`src/rtl/jtpopeye_pkg.sv`:
```
// Shared JTPOPEYE definitions: palette PROM sizes and the PROM loader
// state encoding, plus small helpers for stepping through the load order.
package jtpopeye_pkg;

    localparam int PROM_SZ_4A = 32;
    localparam int PROM_SZ_5B = 256;
    localparam int PROM_SZ_5A = 256;
    localparam int PROM_SZ_3A = 32;

    typedef enum logic [2:0] {
        ST_IDLE = 3'd0,
        ST_L4A  = 3'd1,
        ST_L5B  = 3'd2,
        ST_L5A  = 3'd3,
        ST_L3A  = 3'd4,
        ST_DONE = 3'd5,
        ST_ERR  = 3'd6
    } ld_state_t;

    function automatic logic is_load(input ld_state_t s);
        return (s == ST_L4A) || (s == ST_L5B) || (s == ST_L5A) || (s == ST_L3A);
    endfunction

    // Stream order is 4a, 5b, 5a, 3a; the stage after 3a is DONE.
    function automatic ld_state_t next_stage(input ld_state_t s);
        case (s)
            ST_L4A:  return ST_L5B;
            ST_L5B:  return ST_L5A;
            ST_L5A:  return ST_L3A;
            ST_L3A:  return ST_DONE;
            default: return s;
        endcase
    endfunction

endpackage

```
`src/rtl/jtpopeye_prom_loader.sv`:
```
// Palette PROM loader: takes the byte-serial download stream and writes it
// into the 4a, 5b, 5a and 3a colour PROMs in that order over a shared
// address/data bus with one write strobe per PROM.
//
// Ports:
//   clk, rst_n              system clock, async active-low reset
//   dl_start                pulse: new palette image begins (always wins)
//   dl_valid, dl_data       download byte strobe and data
//   dl_end                  pulse: downloader finished sending
//   prog_addr, prom_din     shared PROM write address / data
//   prom_{4a,5b,5a,3a}_we   one-cycle write strobes
//   loading, done, error    load status (done/error sticky until dl_start)
//
// state | meaning
// IDLE  | no image loaded since reset
// L4A   | receiving background PROM 4a bytes
// L5B   | receiving object PROM 5b bytes
// L5A   | receiving object PROM 5a bytes
// L3A   | receiving text PROM 3a bytes
// DONE  | all four PROMs written
// ERR   | image was short (dl_end early) or long (extra byte)
module jtpopeye_prom_loader
    import jtpopeye_pkg::*;
#(
    parameter int SZ_4A = PROM_SZ_4A,
    parameter int SZ_5B = PROM_SZ_5B,
    parameter int SZ_5A = PROM_SZ_5A,
    parameter int SZ_3A = PROM_SZ_3A
) (
    input  logic       clk,
    input  logic       rst_n,
    input  logic       dl_start,
    input  logic       dl_valid,
    input  logic [7:0] dl_data,
    input  logic       dl_end,
    output logic [7:0] prog_addr,
    output logic [7:0] prom_din,
    output logic       prom_4a_we,
    output logic       prom_5b_we,
    output logic       prom_5a_we,
    output logic       prom_3a_we,
    output logic       loading,
    output logic       done,
    output logic       error
);

    ld_state_t  state, state_nx;
    logic [8:0] cnt, cnt_nx;
    logic [8:0] cur_last;
    logic       accept;

    always_comb begin
        cur_last = '0;
        case (state)
            ST_L4A:  cur_last = 9'(SZ_4A - 1);
            ST_L5B:  cur_last = 9'(SZ_5B - 1);
            ST_L5A:  cur_last = 9'(SZ_5A - 1);
            ST_L3A:  cur_last = 9'(SZ_3A - 1);
            default: cur_last = '0;
        endcase
    end

    always_comb begin
        state_nx = state;
        cnt_nx   = cnt;
        accept   = 1'b0;
        if (dl_start) begin
            state_nx = ST_L4A;
            cnt_nx   = '0;
        end else if (is_load(state)) begin
            if (dl_valid) begin
                accept = 1'b1;
                if (cnt == cur_last) begin
                    cnt_nx   = '0;
                    state_nx = next_stage(state);
                end else begin
                    cnt_nx = cnt + 9'd1;
                end
            end
            // An early dl_end still lets a coincident byte be written; only a
            // byte that completes 3a turns the short image into a good one.
            if (dl_end && state_nx != ST_DONE)
                state_nx = ST_ERR;
        end else if (state == ST_DONE && dl_valid) begin
            state_nx = ST_ERR;
        end
    end

    always_ff @(posedge clk or negedge rst_n) begin
        if (!rst_n) begin
            state      <= ST_IDLE;
            cnt        <= '0;
            prog_addr  <= '0;
            prom_din   <= '0;
            prom_4a_we <= 1'b0;
            prom_5b_we <= 1'b0;
            prom_5a_we <= 1'b0;
            prom_3a_we <= 1'b0;
            loading    <= 1'b0;
            done       <= 1'b0;
            error      <= 1'b0;
        end else begin
            state      <= state_nx;
            cnt        <= cnt_nx;
            prom_4a_we <= accept && state == ST_L4A;
            prom_5b_we <= accept && state == ST_L5B;
            prom_5a_we <= accept && state == ST_L5A;
            prom_3a_we <= accept && state == ST_L3A;
            if (accept) begin
                prog_addr <= cnt[7:0];
                prom_din  <= dl_data;
            end
            // loading covers the final 3a strobe; done follows one cycle later
            // so it only rises once that write has landed.
            loading <= is_load(state_nx) || (state_nx == ST_DONE && state != ST_DONE);
            done    <= state == ST_DONE && state_nx == ST_DONE;
            error   <= state_nx == ST_ERR;
        end
    end

endmodule

```
`config.mk`:
```
export PLATFORM = sky130hd
export DESIGN_NAME = jtpopeye_prom_loader
export DESIGN_NICKNAME = d
export VERILOG_FILES = /design/src/rtl/jtpopeye_pkg.sv /design/src/rtl/jtpopeye_prom_loader.sv
export SDC_FILE = /design/constraint.sdc
export NUM_CORES = 1
export LEC_CHECK = 0
export CORE_MARGIN = 2
export CORE_UTILIZATION = 35
export CTS_BUF_LIST = sky130_fd_sc_hd__clkbuf_4 sky130_fd_sc_hd__clkbuf_8 sky130_fd_sc_hd__clkbuf_16
export DETAILED_ROUTE_END_ITERATION = 8
export GPL_TIMING_DRIVEN = 1
export RECOVER_POWER = 100
export SYNTH_ARGS = -nofsm -noshare
export SYNTH_HDL_FRONTEND = slang
export SYNTH_SLANG_ARGS = --single-unit
```
`constraint.sdc`:
```
create_clock -name clk -period 2.15 [get_ports clk]
set_input_delay 0.3225 -clock clk [delete_from_list [all_inputs] [get_ports clk]]
set_output_delay 0.3225 -clock clk [all_outputs]
set_load 0.005 [all_outputs]
```
==> run summary, run 1 <==
* **ys flop type** sky130_fd_sc_hd__dfrtp_1
* **share of total power in combinational logic** 25.5%
* **cell count of the worst reg-to-reg path** 5
* **Static Leakage** 0.00112 uW
* **Layout Skew** 0.00480 ns
* **Core Box Area** 4660 sq um
* **Residual DRC** 0
* **commonest non-fill, non-tap cells in the layout** sky130_fd_sc_hd__nand2_1 (58), sky130_fd_sc_hd__dfrtp_1 (35), sky130_fd_sc_hd__dlygate4sd3_1 (25), sky130_fd_sc_hd__nor2_1 (13), sky130_fd_sc_hd__buf_4 (12)
* **final cycle utilization of the critical path** 94.2%
* **result of the run** complete, no violations
* **simple logic cell fraction of the synthesized area** 28.0%
* **mean instance size in the synthesized netlist** 9.35 sq um
* **clock power share** 28.3%
* **number of cells upsized or downsized after cts** 0
* **H-tree Lvls** 2
* **DR pass1 iterations** 4
* **CP required** 2.31 ns
* **remaining antenna violation count after routing** 0
* **largest net degree at the start of global routing** 36
* **largest fanout of any net on the critical path** 6
* **clock slew at reported path FFs** 0.07 ns
* **number of setup violations in the final report** 0
* **kind of path behind the tightest hold check** reg2reg
* **crit path time final** 2.03 ns
* **source of the critical timing path** cnt[1]
* **distinct cell type count of the synthesized netlist** 44
* **placer's final routability congestion estimate** 0.756
* **share of async-settable or async-resettable flops after synthesis** 100%
* **count of hold buffers inserted by post-cts repair** 0
* **proportion of layout cells with a drive suffix above 1** 11.8%
* **worst reg2reg setup slack** 0.12 ns
* **hold violation total from the final report** 0
* **highest clock rate** 494 MHz
* **area share of fa/ha/maj cells after synthesis** 0.748%
* **detailed-placement wirelength estimate** 2.59 mm
* **TritonCTS buffer count** 5
* **area share of the largest cell type after synthesis** 52.4%
* **startpoint of the worst-slack reg-to-reg timing path** cnt[1]
* **total instance count after detailed placement** 275
* **largest cells by area after synthesis** sky130_fd_sc_hd__dfrtp_1 (52%), sky130_fd_sc_hd__nand2_1 (13%), sky130_fd_sc_hd__nor2_1 (2.9%)
* **clock tree from TritonCTS** done
* **combinational family with the most area after synthesis** simple AND/OR/NAND/NOR gates
* **count of buffers added by post-CTS timing repair for setup** 0
* **sequential fraction of the synthesis area** 52.4%
* **post-synth design cell area** 1670 sq um
* **xor and xnor area share after synthesis** 2.09%
* **Area growth, synth to finish** 34.0%
* **destination of the critical timing path** error
* **critical path start-end classification** reg2reg
* **Crit Reg-Reg Endpoint** error
* **drt total wl** 3.59 mm
* **clock tree sinks** 35
* **accumulated negative setup slack** 0 ns
* **x dimension of the die** 73.1 um
* **post-layout instance count excluding filler cells** 283
* **count of flip-flops with a built-in enable after synthesis** 0
* **count of pins on the block boundary** 36
* **Clock Latency Late Sink** 0.28 ns
* **total of buffers placed on input and output ports** 35
* **wire length of the first global-routing pass** 6.18 mm
* **Pins Over Slew Limit** 0
* **CP Capture Type** flip-flop
* **DR vias/cell** 5.00
* **Syn. warnings** 0
* **Total Nets Final** 242
* **commonest non-fill, non-tap cell in the layout** sky130_fd_sc_hd__nand2_1
* **unrepaired setup endpoints after global routing** no
* **switching part of the total** 28.3%
* **aggregate global-route resource usage** 15.0%
* **wire length per cell after detailed routing** 12.7 um
* **ANT cells** 0
* **Synth Area in Compound Gates** 12.6%
* **cell internal power dissipation** 1210 uW
* **number of core rows** 25
* **initial detailed-routing violation count** 74
* **Die Y-Extent** 73.1 um
* **vias in the first global route** 1309
* **initial antenna violation count** 0
* **Syn Inst Count** 179
* **cell at the root of the clock tree** sky130_fd_sc_hd__clkbuf_8
* **total die area** 5350 sq um
* **cell type contributing the most total cell area after synthesis** sky130_fd_sc_hd__dfrtp_1
* **remaining global-route overflow** 0
* **net count of the mapped netlist** 193
* **maxcap violations** 0
* **transition time at the pin with the least slew margin** 0.839 ns
* **maximum clock path buffer count** 2
* **Switch Pwr** 475 uW
* **initial core utilization** 35.9%
* **sequential share of power** 46.2%
* **multiplexer area fraction after synthesis** 1.50%
* **flops & latches, synth** 35
* **Worst Setup Start Kind** flip-flop
* **P per Cell Area** 750 nW/um^2
* **via total after detailed routing** 1415
* **maximum VDD drop** 0.000293 V
* **Slew HR** 44.1%
* **critical path arrival** 2.18 ns
## worst max-delay path: stages, from the launching register on
cell and delay (ns):
sky130_fd_sc_hd__dfrtp_1 0.42, sky130_fd_sc_hd__or4_1 0.55, sky130_fd_sc_hd__a211oi_2 0.26, sky130_fd_sc_hd__o211a_4 0.21
sky130_fd_sc_hd__mux2_4 0.30, sky130_fd_sc_hd__nor3b_2 0.15
## worst min path at each step
stage | from | end | slack (ns) | depth (start not counted)
after global routing | prom_din[0] | prom_din[0] | 0.50 | 2
after detailed placement | prom_din[4] | prom_din[4] | 0.46 | 2
final | prom_din[3] | prom_din[3] | 0.47 | 2
after CTS | rst_n | loading | 0.46 | 2
after global placement | prom_din[7] | prom_din[7] | 0.46 | 2
after floorplan | rst_n | cnt[0] | 0.03 | 0
## cells by family (layout without fill, tap and decap cells)
family | after synthesis | after routing
and+or+nand+nor | 99 | 99
muxes | 2 | 2
adders and majority gates | 1 | 1
AOI/OAI and AO/OA | 27 | 27
xor gates and xnor gates | 4 | 4
DFF | 35 | 35
buffers and inverters | 11 | 61
## power groups by stage
stage | combinational [uW] | sequential, uW | clock [uW]
2_1_floorplan | 221 | 799 | 0
3_3_place_gp | 462 | 791 | 0
3_5_place_dp | 467 | 794 | 0
4_1_cts | 470 | 782 | 493
5_1_grt | 485 | 787 | 524
6_report | 429 | 776 | 475
## state kept, by name, indices dropped and copies added, names as in the netlist, 3 cells and up
| register | flops |
|---|---|
| cnt | 9 |
| prog_addr | 8 |
| prom_din | 8 |
| state | 3 |
## routing by layer
| metal | share of wire [%] | GRT usage [%] |
|---|---|---|
| met4 | 1.8 | 5.56 |
| met3 | 2.6 | 3.31 |
| met5 | 0 | 0 |
| met2 | 48 | 23.6 |
| met1 | 48 | 20.1 |
## cell type report
cell class	instances	area, sq um
fillers	448	2420
flip-flops and latches	35	876
multi-input cells	133	744
repair buffers	51	457
clock buffers	7	83.8
well taps	54	67.6
inverters	2	7.51
clock inverters	1	5.00
## cell usage after synthesis (all sizes together) (3+ instances only)
cell    number
nand2       58
dfrtp       35
nor2        13
a21oi        7
clkbuf       6
o21ai        5
and3         3
buf          3
nand3        3
nor2b        3
or3          3
xor2         3
## metrics by stage
stage          total power [uW]  hold WS, ns  utilization, %  setup WS (ns)  area (sq um)
3_3_place_gp               1250        0.457            46.6          0.158          2170
6_report                   1680        0.466            48.1          0.124          2240
4_1_cts                    1740        0.458            48.5          0.121          2260
5_1_grt                    1800        0.498            48.1         0.0244          2240
3_5_place_dp               1260        0.461            46.6          0.130          2170
2_1_floorplan              1020       0.0269               -          0.204          1670
No activity file was read; power rests on OpenSTA's default activity.
==> inputs of run 2 (changes only) <==
--- a/config.mk
+++ b/config.mk
@@ -8,9 +8,11 @@
 export CORE_MARGIN = 2
 export CORE_UTILIZATION = 35
 export CTS_BUF_LIST = sky130_fd_sc_hd__clkbuf_4 sky130_fd_sc_hd__clkbuf_8 sky130_fd_sc_hd__clkbuf_16
+export CTS_CLUSTER_DIAMETER = 80
 export DETAILED_ROUTE_END_ITERATION = 8
 export GPL_TIMING_DRIVEN = 1
 export RECOVER_POWER = 100
+export SETUP_SLACK_MARGIN = 0.05
 export SYNTH_ARGS = -nofsm -noshare
 export SYNTH_HDL_FRONTEND = slang
 export SYNTH_SLANG_ARGS = --single-unit
==> run summary, run 2 (synthesized netlist as in run 1, its figures left out) <==
* **maximum clock path buffer count** 2, unchanged
* **critical path arrival** 2.13 ns, -0.05 ns
* **DR vias/cell** 5.01, +0.28%
* **P per Cell Area** 750 nW/um^2, about the same
* **result of the run** complete, no violations
* **transition time at the pin with the least slew margin** 0.839 ns, -0.000481 ns
* **total die area** 5350 sq um, unchanged
* **CP required** 2.31 ns, about the same
* **initial core utilization** 35.9%, unchanged
* **fillcell total** 448, unchanged
* **drt total wl** 3.60 mm, about the same
* **clock slew at reported path FFs** 0.07 ns, about the same
* **area of combinational cells with multiple inputs** 744 sq um, unchanged
* **TritonCTS buffer count** 5, unchanged
* **CP Capture Type** flip-flop
* **count of pins on the block boundary** 36, unchanged
* **count of buffers added by post-CTS timing repair for setup** 0, unchanged
* **CP peak stage delay** 0.44 ns, -0.11 ns
* **remaining global-route overflow** 0, unchanged
* **number of core rows** 25, unchanged
* **register ranked first by flip-flop count** cnt
* **wire length per cell after detailed routing** 12.7 um, about the same
* **kind of path behind the tightest hold check** reg2reg
* **worst path buffer plus inverter count** 0, unchanged
* **Worst Setup Start Kind** flip-flop
* **maxcap violations** 0, unchanged
* **DR pass1 iterations** 4, unchanged
* **slowest CP cell** sky130_fd_sc_hd__or3_1
* **crit path time final** 1.98 ns, -0.0483 ns
* **x dimension of the die** 73.1 um, unchanged
* **aggregate global-route resource usage** 15.0%, unchanged
* **commonest non-fill, non-tap cells in the layout** sky130_fd_sc_hd__nand2_1 (58), sky130_fd_sc_hd__dfrtp_1 (35), sky130_fd_sc_hd__dlygate4sd3_1 (25), sky130_fd_sc_hd__nor2_1 (13), sky130_fd_sc_hd__buf_4 (12)
* **largest fanout of any net on the critical path** 5, -1
* **final cycle utilization of the critical path** 92.0%, -2.2 points
* **Static Leakage** 0.00112 uW, about the same
* **Total Nets Final** 242, unchanged
* **unrepaired setup endpoints after global routing** no
* **Cell Chain, Critical Path** or3_1 -> and4_1 -> o211a_4 -> a311oi_1 -> nor3b_2
* **hold violation total from the final report** 0, unchanged
* **number of flip-flops in the largest register** 9, unchanged
* **Pins Over Slew Limit** 0, unchanged
* **clock tree from TritonCTS** done
* **Total Power** 1680 uW, about the same
* **Area growth, synth to finish** 34.0%, unchanged
* **ANT cells** 0, unchanged
* **Slew HR** 44.1%, about the same
* **count of hold buffers inserted by post-cts repair** 0, unchanged
* **critical path start-end classification** reg2reg
* **number of cells upsized or downsized after cts** 0, unchanged
* **wire length of the first global-routing pass** 6.18 mm, unchanged
* **Residual DRC** 0, unchanged
* **cell area reported after detailed placement** 2170 sq um, unchanged
* **Layout Skew** 0.00480 ns, -0.000000810 ns
* **H-tree Lvls** 2, unchanged
* **largest registers ranked by flip-flop count** cnt: 9 flops, prog_addr: 8 flops, prom_din: 8 flops
* **initial detailed-routing violation count** 59, -20%
* **detailed-placement wirelength estimate** 2.59 mm, unchanged
* **number of setup violations in the final report** 0, unchanged
* **vias in the first global route** 1309, unchanged
* **total of buffers placed on input and output ports** 35, unchanged
* **area of all sequential standard cells** 876 sq um, unchanged
* **remaining antenna violation count after routing** 0, unchanged
* **highest clock rate** 506 MHz, +2.4%
* **Final Cell Area** 2240 sq um, unchanged
* **CP delay by family, top** simple AND/OR/NAND/NOR gates
* **Core Box Area** 4660 sq um, unchanged
* **Clock Latency Late Sink** 0.28 ns, about the same
* **proportion of layout cells with a drive suffix above 1** 11.8%, unchanged
* **placer's final routability congestion estimate** 0.756, unchanged
* **Die Y-Extent** 73.1 um, unchanged
* **maximum VDD drop** 0.000293 V, about the same
* **initial antenna violation count** 0, unchanged
* **via total after detailed routing** 1419, +0.28%
* **cell at the root of the clock tree** sky130_fd_sc_hd__clkbuf_8
* **commonest non-fill, non-tap cell in the layout** sky130_fd_sc_hd__nand2_1
* **clock tree sinks** 35, unchanged
* **largest net degree at the start of global routing** 36, unchanged
* **accumulated negative setup slack** 0 ns, unchanged
run 2: cell counts in the layout (fill, tap and decap cells not counted):
No cell type changed its count.
run 2: area by class of cell:
class                           instances  share of cell area, %
Clock inverter                          1                  0.223
Inverter                                2                  0.335
Tap cell                               54                   3.02
Multi-Input combinational cell        133                   33.2
Sequential cell                        35                   39.1
Timing Repair Buffer                   51                   20.4
Clock buffer                            7                   3.74
run 2: worst register-to-register path, delay by kind of cell, from the launching register on:
kind | cells | cell delay (ns)
AND/OR/NAND/NOR | 3 | 0.79
AO/OA/AOI/OAI | 2 | 0.66
flip-flops | 1 | 0.41
run 2: per-stage QoR:
step / util, % / hold WS, ns / cells / worst slack, ns
after floorplan: - / 0.0269 / 179 / 0.204
after global placement: 46.6 / 0.457 / 275 / 0.158
after detailed placement: 46.6 / 0.461 / 275 / 0.130
after CTS: 48.5 / 0.458 / 283 / 0.121
after global routing: 48.1 / 0.498 / 283 / 0.0393
final: 48.1 / 0.466 / 283 / 0.173
run 2: path summary, 6_finish.rpt:
| kind | startpoint | end | slack (ns) | cells past startpoint |
|---|---|---|---|---|
| setup / recovery | state[1] | error | 0.17 | 5 |
| hold / removal | prom_din[3] | prom_din[3] | 0.47 | 2 |
| setup reg to reg | state[1] | error | 0.17 | 5 |
| hold reg to reg | prom_din[3] | prom_din[3] | 0.47 | 2 |
| max in group asynchronous | rst_n | state[1] | 0.96 | 2 |
| min in group asynchronous | rst_n | cnt[5] | 0.67 | 2 |
run 2: power breakdown:
group          internal, uW  leakage, uW  switching, uW  total (uW)
Sequential              734     0.000465           42.5         776
Combinational           219     0.000603            209         429
Clock                   252    0.0000491            222         475
run 2: per-layer routing:
metal	GRT usage, %	share of wire [%]
met5	0	0
met4	5.56	1.8
met2	23.6	48
met1	20.1	48
met3	3.31	2.7
